## src/rtl/mulpool_pkg.sv

```systemverilog
// Shared definitions for the multiplier-pool scheduler.
//   state_e    : scheduler FSM states (IDLE, ISSUE, WAIT, RESP), 2-bit encoding
//   clog2      : index width helper, never returns less than 1
//   cnt_width  : watchdog counter width able to hold the value TIMEOUT
package mulpool_pkg;

    typedef enum logic [1:0] {
        ST_IDLE  = 2'd0,
        ST_ISSUE = 2'd1,
        ST_WAIT  = 2'd2,
        ST_RESP  = 2'd3
    } state_e;

    function automatic int clog2(input int value);
        int result;
        result = 0;
        while ((32'sd1 <<< result) < value) begin
            result = result + 32'sd1;
        end
        if (result < 32'sd1) begin
            result = 32'sd1;
        end else begin
            result = result;
        end
        return result;
    endfunction

    function automatic int cnt_width(input int timeout);
        return clog2(timeout + 32'sd1);
    endfunction

endpackage

```

## src/rtl/rr_arbiter.sv

```systemverilog
// Combinational round-robin picker.
//   req         : request vector, one bit per requester
//   ptr         : index with highest priority this cycle
//   advance     : enables the grant; grant is all-zero when low
//   grant       : one-hot grant
//   grant_idx   : binary index of the granted requester
//   grant_valid : a grant is being issued
module rr_arbiter
    import mulpool_pkg::*;
#(
    parameter  int NREQ = 4,
    localparam int IW   = clog2(NREQ)
) (
    input  logic [NREQ-1:0] req,
    input  logic [IW-1:0]   ptr,
    input  logic            advance,
    output logic [NREQ-1:0] grant,
    output logic [IW-1:0]   grant_idx,
    output logic            grant_valid
);

    logic [IW:0]   sum_s;
    logic [IW-1:0] cand_s;

    // Scan requesters from ptr upwards, wrapping modulo NREQ; first hit wins.
    always_comb begin
        grant       = {NREQ{1'b0}};
        grant_idx   = {IW{1'b0}};
        grant_valid = 1'b0;
        sum_s       = {(IW+1){1'b0}};
        cand_s      = {IW{1'b0}};
        for (int i = 0; i < NREQ; i++) begin
            sum_s = {1'b0, ptr} + (IW+1)'(i);
            if (sum_s >= (IW+1)'(NREQ)) begin
                cand_s = IW'(sum_s - (IW+1)'(NREQ));
            end else begin
                cand_s = sum_s[IW-1:0];
            end
            if (advance && !grant_valid && req[cand_s]) begin
                grant_valid    = 1'b1;
                grant_idx      = cand_s;
                grant[cand_s]  = 1'b1;
            end else begin
                grant_valid    = grant_valid;
            end
        end
    end

endmodule

```

## src/rtl/mulpool_sched.sv

```systemverilog
// Round-robin scheduler sharing one modular multiplier among NREQ requesters.
//   clk, rst            : clock, synchronous active-high reset
//   req_valid/req_ready : per-requester request / one-hot accept (IDLE only)
//   req_a, req_b        : flat operands, requester i at [i*NBITS +: NBITS]
//   m                   : modulus, sampled on accept
//   rsp_valid           : one-hot, one-cycle result strobe
//   rsp_y, rsp_err      : result and timeout flag, held until next response
//   busy, grant_id      : not-IDLE indicator, current/last granted requester
//   mm_enable_p         : one-cycle start pulse to the multiplier
//   mm_a/mm_b/mm_m/mm_mx3 : registered operands and 3*m for the multiplier
//   mm_y, mm_done_p     : multiplier result and completion pulse
module mulpool_sched
    import mulpool_pkg::*;
#(
    parameter  int NBITS   = 128,
    parameter  int PBITS   = 2,
    parameter  int NREQ    = 4,
    parameter  int TIMEOUT = 255,
    localparam int IW      = clog2(NREQ)
) (
    input  logic                  clk,
    input  logic                  rst,
    input  logic [NREQ-1:0]       req_valid,
    output logic [NREQ-1:0]       req_ready,
    input  logic [NREQ*NBITS-1:0] req_a,
    input  logic [NREQ*NBITS-1:0] req_b,
    input  logic [NBITS-1:0]      m,
    output logic [NREQ-1:0]       rsp_valid,
    output logic [NBITS-1:0]      rsp_y,
    output logic                  rsp_err,
    output logic                  busy,
    output logic [IW-1:0]         grant_id,
    output logic                  mm_enable_p,
    output logic [NBITS-1:0]      mm_a,
    output logic [NBITS-1:0]      mm_b,
    output logic [NBITS-1:0]      mm_m,
    output logic [NBITS+PBITS-1:0] mm_mx3,
    input  logic [NBITS-1:0]      mm_y,
    input  logic                  mm_done_p
);

    localparam int CW = cnt_width(TIMEOUT);

    state_e                 state_q, state_d;
    logic [IW-1:0]          ptr_q, ptr_d;
    logic [IW-1:0]          grant_id_q, grant_id_d;
    logic [NBITS-1:0]       a_q, a_d, b_q, b_d, m_q, m_d;
    logic [NBITS+PBITS-1:0] mx3_q, mx3_d;
    logic                   enable_q, enable_d;
    logic [CW-1:0]          cnt_q, cnt_d;
    logic [NREQ-1:0]        rsp_valid_q, rsp_valid_d;
    logic [NBITS-1:0]       rsp_y_q, rsp_y_d;
    logic                   rsp_err_q, rsp_err_d;
    logic                   busy_q, busy_d;

    logic [NREQ-1:0]        arb_grant_s;
    logic [IW-1:0]          arb_idx_s;
    logic                   arb_any_s;
    logic                   arb_adv_s;
    logic [NBITS+1:0]       mx3_full_s;
    logic [CW-1:0]          cnt_inc_s;

    // Grants are only offered in IDLE and never while reset is applied.
    assign arb_adv_s = (state_q == ST_IDLE) && !rst;

    rr_arbiter #(
        .NREQ (NREQ)
    ) u_arb (
        .req         (req_valid),
        .ptr         (ptr_q),
        .advance     (arb_adv_s),
        .grant       (arb_grant_s),
        .grant_idx   (arb_idx_s),
        .grant_valid (arb_any_s)
    );

    // 3*m = m + 2*m, exact in NBITS+2 bits before resizing to the mx3 port.
    assign mx3_full_s = {2'b00, m} + {1'b0, m, 1'b0};
    assign cnt_inc_s  = cnt_q + CW'(1);

    // Next-state and next-output computation for the scheduler FSM.
    always_comb begin
        state_d     = state_q;
        ptr_d       = ptr_q;
        grant_id_d  = grant_id_q;
        a_d         = a_q;
        b_d         = b_q;
        m_d         = m_q;
        mx3_d       = mx3_q;
        enable_d    = 1'b0;
        cnt_d       = cnt_q;
        rsp_valid_d = {NREQ{1'b0}};
        rsp_y_d     = rsp_y_q;
        rsp_err_d   = rsp_err_q;
        case (state_q)
            ST_IDLE: begin
                if (arb_any_s) begin
                    a_d        = req_a[int'(arb_idx_s)*NBITS +: NBITS];
                    b_d        = req_b[int'(arb_idx_s)*NBITS +: NBITS];
                    m_d        = m;
                    mx3_d      = (NBITS+PBITS)'(mx3_full_s);
                    grant_id_d = arb_idx_s;
                    if (arb_idx_s == IW'(NREQ - 1)) begin
                        ptr_d = {IW{1'b0}};
                    end else begin
                        ptr_d = arb_idx_s + IW'(1);
                    end
                    enable_d   = 1'b1;
                    state_d    = ST_ISSUE;
                end else begin
                    state_d    = ST_IDLE;
                end
            end
            ST_ISSUE: begin
                cnt_d   = {CW{1'b0}};
                state_d = ST_WAIT;
            end
            ST_WAIT: begin
                cnt_d = cnt_inc_s;
                // Completion takes priority over an expiring watchdog.
                if (mm_done_p) begin
                    rsp_y_d                 = mm_y;
                    rsp_err_d               = 1'b0;
                    rsp_valid_d[grant_id_q] = 1'b1;
                    state_d                 = ST_RESP;
                end else if (cnt_inc_s == CW'(TIMEOUT)) begin
                    rsp_y_d                 = {NBITS{1'b0}};
                    rsp_err_d               = 1'b1;
                    rsp_valid_d[grant_id_q] = 1'b1;
                    state_d                 = ST_RESP;
                end else begin
                    state_d                 = ST_WAIT;
                end
            end
            ST_RESP: begin
                state_d = ST_IDLE;
            end
            default: begin
                state_d = ST_IDLE;
            end
        endcase
        busy_d = (state_d != ST_IDLE);
    end

    // State and registered-output flops with synchronous reset.
    always_ff @(posedge clk) begin
        if (rst) begin
            state_q     <= ST_IDLE;
            ptr_q       <= {IW{1'b0}};
            grant_id_q  <= {IW{1'b0}};
            a_q         <= {NBITS{1'b0}};
            b_q         <= {NBITS{1'b0}};
            m_q         <= {NBITS{1'b0}};
            mx3_q       <= {(NBITS+PBITS){1'b0}};
            enable_q    <= 1'b0;
            cnt_q       <= {CW{1'b0}};
            rsp_valid_q <= {NREQ{1'b0}};
            rsp_y_q     <= {NBITS{1'b0}};
            rsp_err_q   <= 1'b0;
            busy_q      <= 1'b0;
        end else begin
            state_q     <= state_d;
            ptr_q       <= ptr_d;
            grant_id_q  <= grant_id_d;
            a_q         <= a_d;
            b_q         <= b_d;
            m_q         <= m_d;
            mx3_q       <= mx3_d;
            enable_q    <= enable_d;
            cnt_q       <= cnt_d;
            rsp_valid_q <= rsp_valid_d;
            rsp_y_q     <= rsp_y_d;
            rsp_err_q   <= rsp_err_d;
            busy_q      <= busy_d;
        end
    end

    assign req_ready   = arb_grant_s;
    assign rsp_valid   = rsp_valid_q;
    assign rsp_y       = rsp_y_q;
    assign rsp_err     = rsp_err_q;
    assign busy        = busy_q;
    assign grant_id    = grant_id_q;
    assign mm_enable_p = enable_q;
    assign mm_a        = a_q;
    assign mm_b        = b_q;
    assign mm_m        = m_q;
    assign mm_mx3      = mx3_q;

endmodule

```

## config.mk

```make
export PLATFORM = sky130hd
export DESIGN_NAME = mulpool_sched
export DESIGN_NICKNAME = d
export VERILOG_FILES = /design/src/rtl/mulpool_pkg.sv /design/src/rtl/rr_arbiter.sv /design/src/rtl/mulpool_sched.sv
export SDC_FILE = /design/constraint.sdc
export NUM_CORES = 2
export LEC_CHECK = 0
export BUFFER_PORTS_ARGS = -buffer_cell sky130_fd_sc_hd__buf_2
export CAP_MARGIN = 20
export CORE_AREA = 10 10 750 752
export CTS_CLUSTER_SIZE = 40
export DETAILED_ROUTE_END_ITERATION = 8
export DIE_AREA = 0 0 760 762
export MAX_ROUTING_LAYER = met4
export SYNTH_ARGS = -nofsm -noshare
export SYNTH_HDL_FRONTEND = slang
export SYNTH_SLANG_ARGS = --single-unit
```

## constraint.sdc

```tcl
create_clock -name clk -period 4.2 [get_ports clk]
set_input_delay 0.84 -clock clk [delete_from_list [all_inputs] [get_ports clk]]
set_output_delay 0.84 -clock clk [all_outputs]
set_load 0.01 [all_outputs]
```

* After elaboration in Yosys (flattened, before gate mapping)
Cells that the tools add are included.
** Cells by class
- $add $sub $neg :: 10
- Order comparisons :: 14
- Equality and inequality tests :: 5
- Shift-type cells :: 2
- Muxes and demuxes :: 47
- Bitwise operators :: 5
- Reduce and logical (&&, ||, !) cells :: 25
** Operators by type and width (number)
- $shiftx 512x10->128 :: 2
- $mux 128 :: 2
- $add 128x129->130 :: 1
- $mux 4 :: 6
- $mux 1 :: 19
- $mux 2 :: 9
- $pmux 8 s2 :: 1
- $lt 2x3->1 const B :: 5
- $logic_and 1x1->1 :: 13
- $or 4x4->4 :: 3
- $demux 1 s2 :: 5
- $ge 2x1->1 const B :: 5
- $ge 3x3->1 const B :: 3
- $add 8x1->8 const B :: 1
- $bmux 1 s2 :: 4
- $eq 8x8->1 const B :: 1
- $pmux 2 s4 :: 1
- $sub 2x1->2 const B :: 4
- $add 2x2->3 const B :: 2
- $eq 2x2->1 const B :: 3
- $reduce_bool 2->1 :: 3
- $logic_not 1->1 :: 4
- $reduce_and 2->1 :: 2
- $reduce_or 2->1 :: 2
- other kinds (6) :: 7
** Word-level totals
- Flip-flop bits (word level) :: 663
- Input bits :: 1287
- Word-level logic and storage cells :: 121

* Logic depth before layout (Yosys ltp)
- Depth after elaboration :: 21
- Mapped depth :: 19
- Mapped depth without buffers :: 14

* Hierarchy
Synthesis repeated with hierarchy kept, for this count alone.
** Second synthesis, totals
- Cell total of the unflattened synthesis :: 4450
- Area, all modules :: 37529.7 um^2
** Modules (own cells, without submodules)
- mulpool_sched :: instances 1, cells an instance 4384, area each 36980.5 um^2, seq. area each 13252.7 um^2
- rr_arbiter :: instances 1, cells an instance 66, area each 549.3 um^2, seq. area each 0.0 um^2

* Least setup slack after synthesis
No wires, ideal clock.
- Path kind :: in2reg
- Start :: input port m[0]
- End :: register mx3_q[125] (netlist: mm_mx3[125])
- Setup time :: 0.127 ns
- Data arrival time :: 3.734 ns
- Path slack :: 0.339 ns
- Stages on the path :: 13
- Path buffers :: 0
- Cell sequence :: ha_1 fa_1 a211oi_1 o21ai_0 nand4_1 a21oi_1 and3_1 a211oi_1 a21oi_1 o31ai_1 o21ai_1 nor4b_1 or3_1
** Between the ends
- Longest elaborated chain between the ends :: 1
** Ends and longest elaborated chain
- start, declared :: line mulpool_sched.sv:27 : input logic [NBITS-1:0] m,
- $add 128x129->130 :: line mulpool_sched.sv:78 : assign mx3_full_s = {2'b00, m} + {1'b0, m, 1'b0};
- end signal, assigned :: line mulpool_sched.sv:154 : mx3_q <= {(NBITS+PBITS){1'b0}};
- end signal, assigned :: line mulpool_sched.sv:168 : mx3_q <= mx3_d;
- end, declared :: line mulpool_sched.sv:48 : logic [NBITS+PBITS-1:0] mx3_q, mx3_d;
No other way between the ends.
A chain may end at the register's enable or synchronous reset.

* Worst setup path in the final report
- Start :: register ptr_q[1]
- End :: register a_q[121] (netlist: mm_a[121])
** Between the ends
- Longest elaborated chain between the ends :: 19
** Ends and longest elaborated chain
- start, declared :: line mulpool_sched.sv:45 : logic [IW-1:0] ptr_q, ptr_d;
- start signal, assigned :: line mulpool_sched.sv:149 : ptr_q <= {IW{1'b0}};
- start signal, assigned :: line mulpool_sched.sv:163 : ptr_q <= ptr_d;
- $ge 2x3->1 or $sub 2x1->2 (tied branches) :: line rr_arbiter.sv:34, rr_arbiter.sv:35
- $mux 2 :: line rr_arbiter.sv:34 : if (sum_s >= (IW+1)'(NREQ)) begin
- $bmux 1 s2 :: line rr_arbiter.sv:39 : if (advance && !grant_valid && req[cand_s]) begin
- $mux 1 (implied by the code) :: line rr_arbiter.sv:39
- $logic_and 1x1->1 :: line rr_arbiter.sv:39
- $mux 1 :: line rr_arbiter.sv:39
- $logic_not 1->1 :: line rr_arbiter.sv:39
- $logic_and 1x1->1 (2 in a row) :: line rr_arbiter.sv:39
- $mux 1 :: line rr_arbiter.sv:39
- $logic_not 1->1 :: line rr_arbiter.sv:39
- $logic_and 1x1->1 (2 in a row) :: line rr_arbiter.sv:39
- $mux 1 :: line rr_arbiter.sv:39
- $logic_not 1->1 :: line rr_arbiter.sv:39
- $logic_and 1x1->1 (2 in a row) :: line rr_arbiter.sv:39
- $mux 2 or $mux 1 (tied branches) :: line rr_arbiter.sv:39
- $shiftx 512x10->128 or $reduce_and 2->1 (tied branches)
- end signal, assigned :: line mulpool_sched.sv:151 : a_q <= {NBITS{1'b0}};
- end, declared :: line mulpool_sched.sv:47 : logic [NBITS-1:0] a_q, a_d, b_q, b_d, m_q, m_d;
Several ways; a longest one is shown, not always the timed one. The select of a mux whose other input is x is not followed.

==> summary.md <==
| Metric | Value |
|---|---|
| Total core area | `about 550000 um^2` |
| First DRT Iteration DRCs | `roughly 6500` |
| Critical Path RT | `4.99 ns` |
| Routed Antenna Nets | `0` |
| Period utilization | `0.988` |
| Register area share after synthesis | `0.337` |
| Post-synth ARST share | `0` |
| Status | `finished, final reports clean` |
| Area Growth Syn to Fin | `72.7%` |
| Slew @ Worst Pin | `about 1.1 ns` |
| Largest net degree at the start of global routing | `about 140` |
| Setup Fix Bufs, Post-CTS | `0` |
| Initial antenna violation count | `587` |
| Hpwl dp | `approximately 500000 um` |
| Hold WS | `between 0.2 and 0.25 ns` |
| Met2 Use GR | `0.257` |
| Nets@finish | `approximately 9000` |
| First-pass GRT wire length | `between 600000 and 700000 um` |
| Synth Net Count | `roughly 6800` |
| IO Port Bufs | `between 1500 and 2000` |
| Clock sink total | `~660` |
| Die area | `a little under 600000 um^2` |
| Post-synthesis cell area | `between 30000 and 40000 um^2` |
| Final core occ | `0.124` |
| Yosys reg bits | `roughly 660` |
| Setup WS pre-CTS | `-1.01 ns` |
| Clock Latency Late Sink | `0.87 ns` |
| Drt pass-1 iters | `6` |
| Top Usage Layer GRT | `met2` |
| Multi-input gate area | `about 24000 um^2` |
| EDFF count, synth | `0` |
| Met3 Track Usage GR | `0.122` |
| Pwr Density | `~400 nW/um^2` |
| Max cap viols | `0` |
| H-tree depth | `3` |
| I/O Pins | `1942` |
| WL/cell | `~34 um` |
| Hold crit path type | `in -> reg` |
| Register Area | `around 13000 um^2` |
| RSZ-0062 raised after global routing | `true` |
| Fmax | `~240 MHz` |
| GR Util All Layers | `0.186` |
| # rows | `about 270` |
| Post-synthesis cell count | `5384` |
| Final hold vios | `0` |
| Setup Skew | `~0.1 ns` |
| Crit path arrival time | `a little under 5 ns` |
| Root buffer cell | `clkbuf_16` |
| Vias post-DR | `approximately 56000` |
| Hold buffer count at CTS | `0` |
| Routed WL | `about 560000 um` |
| Post-synthesis area per instance | `7.30 um^2` |
| Share of cells above drive strength 1 | `0.364` |
| Die width | `760 um` |
| CP endpoint kind | `flop` |
| Via density | `~3.5` |
| Final worst setup slack | `between 0.05 and 0.06 ns` |
| Post-synth top area cell | `dfxtp_1` |
| Fill cell count | `63900` |
| Final Instance Count excl. Fillers | `roughly 16000` |
| CP Max Fanout | `30` |
| Clock Pin Slew Worst Setup and Hold Paths | `about 0.06 ns` |
| Setup CP Type | `reg -> reg` |
| CTS tree | `yes` |
| Residual DRC count | `0` |
| Maximum VDD drop | `~360 uV` |
| Gr ovfl total | `0` |
| Die Y | `762 um` |
| Final min period | `just over 4 ns` |
| Slew Viols, Final | `0` |
| Leakage | `about 0.027 uW` |
| GR Layer Usage met1 | `0.213` |
| R2R Setup Slk | `0.05 ns` |
| Yosys warnings | `0` |
| Initial Util | `0.0718` |
| Routability cong. | `1.05` |
| Cell variety after synth | `83` |
| Final setup violation count | `0` |
| Synth Flop Type | `dfxtp_1` |
| Final setup TNS | `0 ns` |
| Post-Place Cells | `approximately 15000` |
| Number of global-route vias before repair | `50400` |
| Slew headroom | `0.250` |
| Total CTS buffers | `approximately 100` |
| Setup crit start kind | `flop` |
| Maximum clock insertion buffer count | `4` |
| Yosys top cell area share | `0.337` |
| Area contributors post-synth | `dfxtp_1 34%, nand2_1 9.6%, a21oi_1 7.2%, nor2_1 6.3%, ha_1 4.4%` |
[cell type report]
cell class	count	area share
diodes	1290	0.0476
multi-input cells	4193	0.349
well taps	7261	0.134
inverters	66	0.00415
clock buffers	130	0.0418
clock inverters	54	0.00868
flip-flops and latches	662	0.195
repair buffers	2546	0.220
[kinds of logic after synthesis]
logic type / synth area share
simple gates: 0.257
xor+xnor: 0.0267
compound gates: 0.268
fa+ha+maj: 0.0448
buf+inv: 0.0655
mux: 0.00162
flops: 0.337
[state kept, by name (all words and copies together) (netlist names)]
register,cells
cnt_q,8
rsp_err,1
grant_id,2
mm_mx3,129
mm_enable_p,1
rsp_y,128
state_q,2
mm_a,128
busy,1
ptr_q,2
rsp_valid,4
mm_b,128
mm_m,128
[power breakdown]
part,internal (uW),total (uW),switching [uW]
logic,3600,10300,6680
clock network,5280,9170,3890
registers,7130,7650,517
[through the flow]
step	total power, uW	instance area (um^2)
finish	27100	67900
global route	28300	67600
CTS	27400	64600
detailed placement	18000	61100
global placement	18000	61100
floorplan	12000	39300
[path summary, 6_finish.rpt]
kind,startpoint,end,cells after the start
worst min register to register,mm_m[64],mm_m[64],2
worst min-delay path,mm_y[51],rsp_y[51],3
worst max-delay path,ptr_q[1],mm_a[121],15
worst max register to register,ptr_q[1],mm_a[121],15
[Yosys cell counts (all sizes together) (6+ instances only)]
library cell	instances
nand3	94
nor4	7
a21oi	568
xor2	46
buf	87
nand3b	122
ha	139
o21ai	326
xnor2	74
nand2	1011
o31ai	9
o21bai	53
a31oi	18
or3	11
a21o	58
a22oi	130
and2	196
nor2	664
dfxtp	662
a211oi	207
a311oi	193
nor2b	9
o21a	14
nand4	82
o211ai	9
and3	7
a211o	6
nor3	37
clkbuf	366
inv	66
a21boi	10
[timing repair]
item / in CTS / in global routing
gates resized for setup: 16 / 8
endpoints found under the hold margin: 0 / 0
endpoints found under the setup margin: 19 / 13
gates cloned: 0 / 0
pin swaps: 0 / 0
[critical path: stages, from the launching register on]
cell and delay (ns):
dfxtp_1 0.32, inv_1 0.10, ha_4 0.29, mux4_2 0.52, buf_4 0.18, and3_1 0.21, or3_4 0.43, o32ai_4 0.23
buf_12 0.26, buf_12 0.26, buf_12 0.24, a211oi_1 0.06, a311oi_1 0.58, buf_4 0.23, a21oi_1 0.04, nor2_1 0.08
[cells in the final DEF (no fill, tap or decap), types with 19 or more instances in the layout]
cell type / count
inv_1: 63
nand3b_1: 122
nand2_1: 1009
and2_1: 189
buf_12: 52
buf_2: 1940
ha_1: 138
a21oi_1: 567
clkbuf_16: 102
o21ai_1: 19
o21ai_0: 304
nand3_1: 94
nor3_1: 37
nand4_1: 82
a311oi_1: 178
a211oi_1: 201
nor2_1: 663
xnor2_1: 74
buf_4: 552
xor2_1: 46
o21bai_1: 53
a21o_1: 58
a22oi_1: 130
diode_2: 1290
dfxtp_1: 662
[metal layers]
metal / vias up / routed length, um
li1: 24900 / -
met1: 26800 / 221000
met2: 3540 / 222000
met3: 990 / 89800
met4: 0 / 23300
met5: - / 0
(Power assumes the default switching activity.)
